### src/rtl/regfile_wb_arbiter_if.sv
// rtl/regfile_wb_arbiter_if.sv - writeback arbiter bus: ALU/load requests, decode scoreboard queries, regfile write port
interface regfile_wb_arbiter_if #(
  parameter int ADDR_WIDTH = 5,
  parameter int DATA_WIDTH = 32
);
  logic                  alu_valid;
  logic                  alu_ready;
  logic [ADDR_WIDTH-1:0] alu_addr;
  logic [DATA_WIDTH-1:0] alu_data;
  logic                  mem_valid;
  logic                  mem_ready;
  logic [ADDR_WIDTH-1:0] mem_addr;
  logic [DATA_WIDTH-1:0] mem_data;
  logic                  claim_valid;
  logic [ADDR_WIDTH-1:0] claim_addr;
  logic [ADDR_WIDTH-1:0] rs1_addr;
  logic                  rs1_busy;
  logic [ADDR_WIDTH-1:0] rs2_addr;
  logic                  rs2_busy;
  logic                  rd_wen;
  logic [ADDR_WIDTH-1:0] rd_addr;
  logic [DATA_WIDTH-1:0] rd_data;

  modport master (
    output alu_valid, alu_addr, alu_data,
    output mem_valid, mem_addr, mem_data,
    output claim_valid, claim_addr, rs1_addr, rs2_addr,
    input  alu_ready, mem_ready, rs1_busy, rs2_busy,
    input  rd_wen, rd_addr, rd_data
  );

  modport slave (
    input  alu_valid, alu_addr, alu_data,
    input  mem_valid, mem_addr, mem_data,
    input  claim_valid, claim_addr, rs1_addr, rs2_addr,
    output alu_ready, mem_ready, rs1_busy, rs2_busy,
    output rd_wen, rd_addr, rd_data
  );
endinterface

### src/rtl/regfile_wb_arbiter.sv
// rtl/regfile_wb_arbiter.sv - two-requester regfile write-port arbiter with pending-write scoreboard
module regfile_wb_arbiter #(
  parameter int ADDR_WIDTH = 5,
  parameter int DATA_WIDTH = 32,
  parameter int MAX_WAIT   = 3
) (
  input  logic                 clk,
  input  logic                 rst,
  regfile_wb_arbiter_if.slave  wb
);
  localparam int NREG = 2 ** ADDR_WIDTH;
  localparam int CW   = 4;
  localparam logic [CW-1:0] WAIT_LIMIT = CW'(MAX_WAIT);

  typedef enum logic {MEM_PRI, ALU_PRI} pri_t;

  pri_t                  state, state_nxt;
  logic [CW-1:0]         wait_cnt, wait_nxt;
  logic [NREG-1:0]       busy, busy_nxt;
  logic                  alu_grant, mem_grant, xfer;
  logic [ADDR_WIDTH-1:0] xfer_addr;
  logic [DATA_WIDTH-1:0] xfer_data;

  always_ff @(posedge clk or posedge rst) begin
    if (rst) begin
      state    <= MEM_PRI;
      wait_cnt <= '0;
    end else begin
      state    <= state_nxt;
      wait_cnt <= wait_nxt;
    end
  end

  // Grants are gated by rst so neither requester sees a handshake during reset.
  always_comb begin
    alu_grant = 1'b0;
    mem_grant = 1'b0;
    state_nxt = state;
    wait_nxt  = wait_cnt;
    if (!rst) begin
      if (state == ALU_PRI) begin
        alu_grant = wb.alu_valid;
        mem_grant = wb.mem_valid && !wb.alu_valid;
      end else begin
        mem_grant = wb.mem_valid;
        alu_grant = wb.alu_valid && !wb.mem_valid;
      end
    end
    if (alu_grant)
      wait_nxt = '0;
    else if (wb.alu_valid && wait_cnt != WAIT_LIMIT)
      wait_nxt = wait_cnt + 1'b1;
    if (state == MEM_PRI) begin
      if (wait_nxt == WAIT_LIMIT)
        state_nxt = ALU_PRI;
    end else if (alu_grant) begin
      state_nxt = MEM_PRI;
    end
  end

  assign xfer      = alu_grant || mem_grant;
  assign xfer_addr = alu_grant ? wb.alu_addr : wb.mem_addr;
  assign xfer_data = alu_grant ? wb.alu_data : wb.mem_data;

  // Claim is applied after the clear so a same-register claim keeps the bit set.
  always_comb begin
    busy_nxt = busy;
    if (xfer)
      busy_nxt[xfer_addr] = 1'b0;
    if (wb.claim_valid)
      busy_nxt[wb.claim_addr] = 1'b1;
    busy_nxt[0] = 1'b0;
  end

  always_ff @(posedge clk or posedge rst) begin
    if (rst) begin
      busy       <= '0;
      wb.rd_wen  <= 1'b0;
      wb.rd_addr <= '0;
      wb.rd_data <= '0;
    end else begin
      busy      <= busy_nxt;
      wb.rd_wen <= xfer && (xfer_addr != '0);
      if (xfer && (xfer_addr != '0)) begin
        wb.rd_addr <= xfer_addr;
        wb.rd_data <= xfer_data;
      end
    end
  end

  assign wb.alu_ready = alu_grant;
  assign wb.mem_ready = mem_grant;
  assign wb.rs1_busy  = busy[wb.rs1_addr];
  assign wb.rs2_busy  = busy[wb.rs2_addr];
endmodule

### src/flat_wrapper.sv
// flat-port wrapper written by rule: the top's interface ports become plain ports
module regfile_wb_arbiter_flat 
#(
  parameter int ADDR_WIDTH = 5,
  parameter int DATA_WIDTH = 32,
  parameter int MAX_WAIT   = 3
)
  (clk, rst, wb_alu_valid, wb_alu_addr, wb_alu_data, wb_mem_valid, wb_mem_addr, wb_mem_data, wb_claim_valid, wb_claim_addr, wb_rs1_addr, wb_rs2_addr, wb_alu_ready, wb_mem_ready, wb_rs1_busy, wb_rs2_busy, wb_rd_wen, wb_rd_addr, wb_rd_data);
  regfile_wb_arbiter_if #(.ADDR_WIDTH(ADDR_WIDTH), .DATA_WIDTH(DATA_WIDTH)) wb_i ();
  input  logic clk;
  input  logic rst;
  input wire logic [$bits(wb_i.alu_valid)-1:0] wb_alu_valid;
  input wire logic [$bits(wb_i.alu_addr)-1:0] wb_alu_addr;
  input wire logic [$bits(wb_i.alu_data)-1:0] wb_alu_data;
  input wire logic [$bits(wb_i.mem_valid)-1:0] wb_mem_valid;
  input wire logic [$bits(wb_i.mem_addr)-1:0] wb_mem_addr;
  input wire logic [$bits(wb_i.mem_data)-1:0] wb_mem_data;
  input wire logic [$bits(wb_i.claim_valid)-1:0] wb_claim_valid;
  input wire logic [$bits(wb_i.claim_addr)-1:0] wb_claim_addr;
  input wire logic [$bits(wb_i.rs1_addr)-1:0] wb_rs1_addr;
  input wire logic [$bits(wb_i.rs2_addr)-1:0] wb_rs2_addr;
  output wire logic [$bits(wb_i.alu_ready)-1:0] wb_alu_ready;
  output wire logic [$bits(wb_i.mem_ready)-1:0] wb_mem_ready;
  output wire logic [$bits(wb_i.rs1_busy)-1:0] wb_rs1_busy;
  output wire logic [$bits(wb_i.rs2_busy)-1:0] wb_rs2_busy;
  output wire logic [$bits(wb_i.rd_wen)-1:0] wb_rd_wen;
  output wire logic [$bits(wb_i.rd_addr)-1:0] wb_rd_addr;
  output wire logic [$bits(wb_i.rd_data)-1:0] wb_rd_data;
  assign wb_i.alu_valid = wb_alu_valid;
  assign wb_i.alu_addr = wb_alu_addr;
  assign wb_i.alu_data = wb_alu_data;
  assign wb_i.mem_valid = wb_mem_valid;
  assign wb_i.mem_addr = wb_mem_addr;
  assign wb_i.mem_data = wb_mem_data;
  assign wb_i.claim_valid = wb_claim_valid;
  assign wb_i.claim_addr = wb_claim_addr;
  assign wb_i.rs1_addr = wb_rs1_addr;
  assign wb_i.rs2_addr = wb_rs2_addr;
  assign wb_alu_ready = wb_i.alu_ready;
  assign wb_mem_ready = wb_i.mem_ready;
  assign wb_rs1_busy = wb_i.rs1_busy;
  assign wb_rs2_busy = wb_i.rs2_busy;
  assign wb_rd_wen = wb_i.rd_wen;
  assign wb_rd_addr = wb_i.rd_addr;
  assign wb_rd_data = wb_i.rd_data;
  regfile_wb_arbiter #(.ADDR_WIDTH(ADDR_WIDTH), .DATA_WIDTH(DATA_WIDTH), .MAX_WAIT(MAX_WAIT)) u_core (.clk(clk), .rst(rst), .wb(wb_i));
endmodule
### config.mk
export PLATFORM = sky130hd
export DESIGN_NAME = regfile_wb_arbiter_flat
export DESIGN_NICKNAME = d
export VERILOG_FILES = /design/src/rtl/regfile_wb_arbiter_if.sv /design/src/rtl/regfile_wb_arbiter.sv /design/src/flat_wrapper.sv
export SDC_FILE = /design/constraint.sdc
export NUM_CORES = 1
export LEC_CHECK = 0
export BUFFER_PORTS_ARGS = -buffer_cell sky130_fd_sc_hd__buf_2
export CORE_MARGIN = 2
export CORE_UTILIZATION = 50
export DETAILED_ROUTE_END_ITERATION = 7
export PLACE_DENSITY_LB_ADDON = 0.3
export SLEW_MARGIN = 10
export SYNTH_ARGS = -nofsm -noshare
export SYNTH_HDL_FRONTEND = slang
export SYNTH_SLANG_ARGS = --single-unit
### constraint.sdc
create_clock -name clk -period 5.4 [get_ports clk]
set_clock_uncertainty 0.05 [all_clocks]
set_input_delay 0 -clock clk [delete_from_list [all_inputs] [get_ports clk]]
set_output_delay 0 -clock clk [all_outputs]
set_load 0.01 [all_outputs]
# ---- Word-level counts from Yosys, hierarchy flattened
# Cells that the tools add are included.
dict set report op_classes {
  addsub 1
  n_lt_le_gt_ge 6
  n_eq_ne 2
  n_mux 21
  n_bitwise 3
  reduce_logical 10
}
# operator count
set ops {}
lappend ops {{$mux 32} 3}
lappend ops {{$and 32x32->32} 1}
lappend ops {{$not 32->32} 1}
lappend ops {{$or 32x32->32} 1}
lappend ops {{$lt 5x6->1 const B} 4}
lappend ops {{$mux 1} 11}
lappend ops {{$bmux 1 s5} 2}
lappend ops {{$demux 1 s5} 2}
lappend ops {{$ge 5x1->1 const B} 2}
lappend ops {{$mux 4} 2}
lappend ops {{$logic_and 1x1->1} 6}
lappend ops {{$mux 5} 1}
lappend ops {{$reduce_bool 5->1} 1}
lappend ops {{$add 4x1->4 const B} 1}
lappend ops {{$eq 4x2->1 const B} 1}
lappend ops {{$ne 4x2->1 const B} 1}
lappend ops {{$logic_not 1->1} 2}
lappend ops {{$logic_or 1x1->1} 1}
dict set report word_totals {
  register_bits 74
  in_bits 94
  wordCells 49
}

# ---- Logic depth before layout (Yosys ltp)
dict set report depth {
  depth_word 14
  ltp_mapped 9
  mapped_depth_nobuf 6
}

# ---- Worst setup path after synthesis
# OpenSTA, ideal clock, no wires.
dict set report synth_path {
  path_kind {in2reg}
  start {input port rst}
  end {register u_core.wb.rd_addr[4]}
  setup_ns 0.125
  arrival_ns 2.981
  slack_ns 2.244
  stages 6
  path_cell_list {inv_1 > o21ai_0 > a21o_1 > buf_6 > buf_8 > mux2_4}
}
dict set report synth_via {
  elab_chain_cells 4
}
# element line_no
set synth_rtl {}
lappend synth_rtl {{start: declaration} flat_wrapper.sv:11} ;# input logic rst;
lappend synth_rtl {{$mux 1} regfile_wb_arbiter.sv:40} ;# if (!rst) begin
lappend synth_rtl {{$mux 5} regfile_wb_arbiter.sv:62} ;# assign xfer_addr = alu_grant ? wb.alu_addr : wb.mem_addr;
lappend synth_rtl {{$reduce_bool 5->1} regfile_wb_arbiter.sv:84} ;# if (xfer && (xfer_addr != '0)) begin
lappend synth_rtl {{$logic_and 1x1->1} regfile_wb_arbiter.sv:84}
lappend synth_rtl {{end signal: assignment} regfile_wb_arbiter.sv:85} ;# wb.rd_addr <= xfer_addr;
lappend synth_rtl {{end: declaration} regfile_wb_arbiter_if.sv:37} ;# output rd_wen, rd_addr, rd_data
# Several ways; a longest one is shown, not always the timed one.
# A chain may end at the register's enable or synchronous reset.

# ---- Worst setup path after layout
dict set report layout_path {
  start {register u_core.state}
  end {register u_core.wb.rd_data[8]}
}
dict set report layout_via {
  elab_chain_cells 5
}
# element line_no
set layout_rtl {}
lappend layout_rtl {{start: declaration} regfile_wb_arbiter.sv:17} ;# pri_t state, state_nxt;
lappend layout_rtl {{start signal: assignment} regfile_wb_arbiter.sv:29} ;# state <= state_nxt;
lappend layout_rtl {{$mux 1} regfile_wb_arbiter.sv:41} ;# if (state == ALU_PRI) begin
lappend layout_rtl {{$mux 1} regfile_wb_arbiter.sv:40}
lappend layout_rtl {{$mux 5} regfile_wb_arbiter.sv:62}
lappend layout_rtl {{$reduce_bool 5->1} regfile_wb_arbiter.sv:84}
lappend layout_rtl {{$logic_and 1x1->1} regfile_wb_arbiter.sv:84}
lappend layout_rtl {{end signal: assignment} regfile_wb_arbiter.sv:86} ;# wb.rd_data <= xfer_data;
lappend layout_rtl {{end: declaration} regfile_wb_arbiter_if.sv:37}
# Several ways; a longest one is shown, not always the timed one.

==> results.tsv <==
metric	value	unit
share of cells above drive strength 1	29.9	%
filler cell count in the final layout	569	
Yosys cell types	50	
first-pass GRT wire length	20900	um
dpl ws	2.07	ns
antenna viol nets, final	0	
slowest cell delay on critical path	0.89	ns
gr ovfl total	0	
Hold Vio Cnt, Final	0	
RSZ-0062 raised after global routing	no	
routability cong.	0.843	
clock slew at reported path FFs	0.08	ns
CTS-repair resized insts	0	
Critical Path Slowest Stage Cell	a21o_2	
Starting Density	52.3	%
Tmin final	3.43	ns
H-tree levels	3	
CP Launch Type	flip-flop	
DRC violations left	0	
Core Util, Final	71.8	%
worst skew pair latency	0.34	ns
fmax	292	MHz
CTS sink cnt	74	
DR WL/cell	17.1	um
maximum VDD drop	0.000166	V
setup TNS	0	ns
Max-Cap Viols	0	
total track usage	27.1	%
mapped cell area	0.00434	mm^2
vias per std cell	5.69	
Synth Area per Inst	9.67	um^2
area of the core	0.00830	mm^2
Critical Path Sink Type	flip-flop	
Post-Synthesis Cells	449	
Layout area overhead	37.3	%
worst path required time	5.58	ns
cell leakage power	2.88	nW
vias	4289	
fin nets	739	
max-slew violation count	0	
Die ar.	0.00944	mm^2
#FFs+latches synth	74	
yosys warns	0	
endpoints failing setup	0	
Worst-Margin Slew	1.09	ns
Core Rows	33	
CTS Buffer Depth	2	
clk root buf	clkbuf_8	
initial DRC count	346	
CP max FO	39	
max_slew headroom	27.6	%
CTS tree	done	
Reg2Reg Setup Slack	1.97	ns
Pwr Density	320	mW/mm^2
CP cell instances	nand2b_1 -> nand2_1 -> buf_4 -> inv_2 -> o21ai_1 -> a21o_2 -> mux2_1	
Setup Crit Path Kind	flip-flop to flip-flop	
IO buf count	135	
Die Y	97.2	um
Worst Setup Slack, final	1.97	ns
Final Cycle Share	63.4	%
Post-Syn Nets	544	
worst hold path class	primary input to flip-flop	
status	complete, no violations	
DRT Pass-1 Iters	5	
initial antenna violation count	0	
largest net degree at the start of global routing	78	
# diodes	0	
Worst EP arrival	3.60	ns
number of global-route vias before repair	4331	
sequential cell area fraction in the yosys report	42.7	%
Total Routed Length	12900	um
total CTS buffers	9	
Post-DP HPWL	8290	um
Die X-Extent	97.2	um
I/O pin count	136	
[power by group]
part	leakage, nW	internal, W	switching, W	total (W)
Clock	0.111	0.000276	0.000209	0.000485
Sequential	0.888	0.000693	0.000108	0.000801
Combinational	1.88	0.000323	0.000298	0.000621
Total	2.88	0.00129	0.000615	0.00191
[routing by layer]
layer  vias to the layer above  share of wire, %  routed length, um  track usage (%)
met2                       216                50               6480             46.6
met4                         0               2.3                291             9.43
met1                      2051                40               5180             33.7
li1                       1995                 -                  -                -
met5                         -                 0                  0                0
met3                        27               7.1                918             5.76
[worst paths after layout]
| check | start | end | cells after the start |
|---|---|---|---|
| min reg2reg | u_core.wb.rd_data[3]$_DFFE_PP0P_ | u_core.wb.rd_data[3]$_DFFE_PP0P_ | 1 |
| max reg2reg | u_core.state$_DFF_PP0_ | u_core.wb.rd_data[8]$_DFFE_PP0P_ | 7 |
| min | wb_alu_addr[2] | u_core.wb.rd_addr[2]$_DFFE_PP0P_ | 3 |
| max in group asynchronous | rst | u_core.busy[18]$_DFF_PP0_ | 4 |
| max | u_core.state$_DFF_PP0_ | u_core.wb.rd_data[8]$_DFFE_PP0P_ | 7 |
| min in group asynchronous | rst | u_core.wb.rd_data[6]$_DFFE_PP0P_ | 4 |
[Yosys cell counts, drive strengths merged]
| master | count | area share [%] |
|---|---|---|
| nand2 | 106 | 9.2 |
| nand3 | 13 | 1.8 |
| a22oi | 4 | 0.69 |
| a21oi | 11 | 1.3 |
| nor3b | 2 | 0.35 |
| clkbuf | 10 | 0.89 |
| o2bb2ai | 5 | 1.0 |
| mux4 | 6 | 3.1 |
| a21o | 2 | 0.35 |
| nor3 | 3 | 0.35 |
| or3b | 3 | 0.61 |
| nor4 | 3 | 0.43 |
| mux2i | 22 | 5.1 |
| or3 | 2 | 0.29 |
| dfrtp | 74 | 43 |
| nand2b | 8 | 1.2 |
| and2b | 2 | 0.35 |
| nor4b | 3 | 0.61 |
| a22o | 1 | 0.20 |
| nand4 | 4 | 0.58 |
| nor2b | 6 | 0.86 |
| nor2 | 8 | 0.69 |
| a221o | 1 | 0.23 |
| o21ai | 72 | 8.6 |
| o211ai | 4 | 0.69 |
| nand4b | 1 | 0.20 |
| o41ai | 4 | 0.81 |
| and2 | 2 | 0.35 |
| a2111oi | 2 | 0.40 |
| inv | 3 | 0.26 |
| nand3b | 6 | 1.0 |
| mux2 | 33 | 11 |
| xor2 | 2 | 0.40 |
| a211oi | 2 | 0.35 |
| buf | 15 | 2.6 |
| and3 | 1 | 0.14 |
| a32o | 1 | 0.23 |
| or4 | 1 | 0.17 |
| ha | 1 | 0.29 |
[kinds of logic (layout without fill, tap and decap cells)]
family	count (synthesis)	count (layout)	synth area share, %
AOI/OAI and AO/OA	109	109	14.8
xor gates and xnor gates	2	2	0.404
adders and majority gates	1	1	0.288
buffers and inverters	28	228	3.77
DFF	74	74	42.7
muxes	61	61	19.0
and+or+nand+nor	174	174	19.1
[worst max-delay path: cells and delay by family, from the launching register on]
family,cells,cell delay [ns]
compound gates,2,1.17
simple gates,2,0.52
buf+inv,2,0.73
mux,1,0.39
flops,1,0.41
[placed cells by master, fill, tap and decap left out, drive strengths merged, types with 3 or more instances in the layout]
cell	count
a21oi	11
a22oi	4
buf	137
clkbuf	11
dfrtp	74
dlygate4sd3	72
inv	5
mux2	33
mux2i	22
mux4	6
nand2	106
nand2b	8
nand3	13
nand3b	6
nand4	4
nor2	8
nor2b	6
nor3	3
nor4	3
nor4b	3
o211ai	4
o21ai	72
o2bb2ai	5
o41ai	4
or3b	3
[through the flow]
| step | total power (W) | instance area, um^2 | cells | hold WS [ns] |
|---|---|---|---|---|
| after floorplan | 0.00115 | 4340 | 449 | 0.105 |
| after global placement | 0.00132 | 5010 | 666 | 0.248 |
| after detailed placement | 0.00135 | 5010 | 666 | 0.252 |
| after CTS | 0.00189 | 5960 | 754 | 0.0122 |
| after global routing | 0.00201 | 5960 | 754 | 0.0454 |
| final | 0.00191 | 5960 | 754 | 0.0137 |
[area by class of cell]
class                   count  area, um^2  share of cell area, %
multi-input cells         347        2330                   39.1
repair buffers            209        1410                   23.7
inverters                   3        11.3                  0.189
well taps                 105         131                   2.20
clock buffers              11         141                   2.37
clock inverters             5        85.1                   1.43
flip-flops and latches     74        1850                   31.1
[timing repair]
item / 4_1_cts / 5_1_grt
setup buffers: 0 / 0
hold endpoints to repair: 111 / 0
hold buffers: 72 / 0
[flip-flops by register name (all words and copies together), names as in the netlist]
signal and flops:
u_core.wait_cnt 4, u_core.busy 31, u_core.state 1, u_core.wb.rd_data 32, u_core.wb.rd_wen 1, u_core.wb.rd_addr 5
Note: power is estimated with default switching activity, not from simulation.
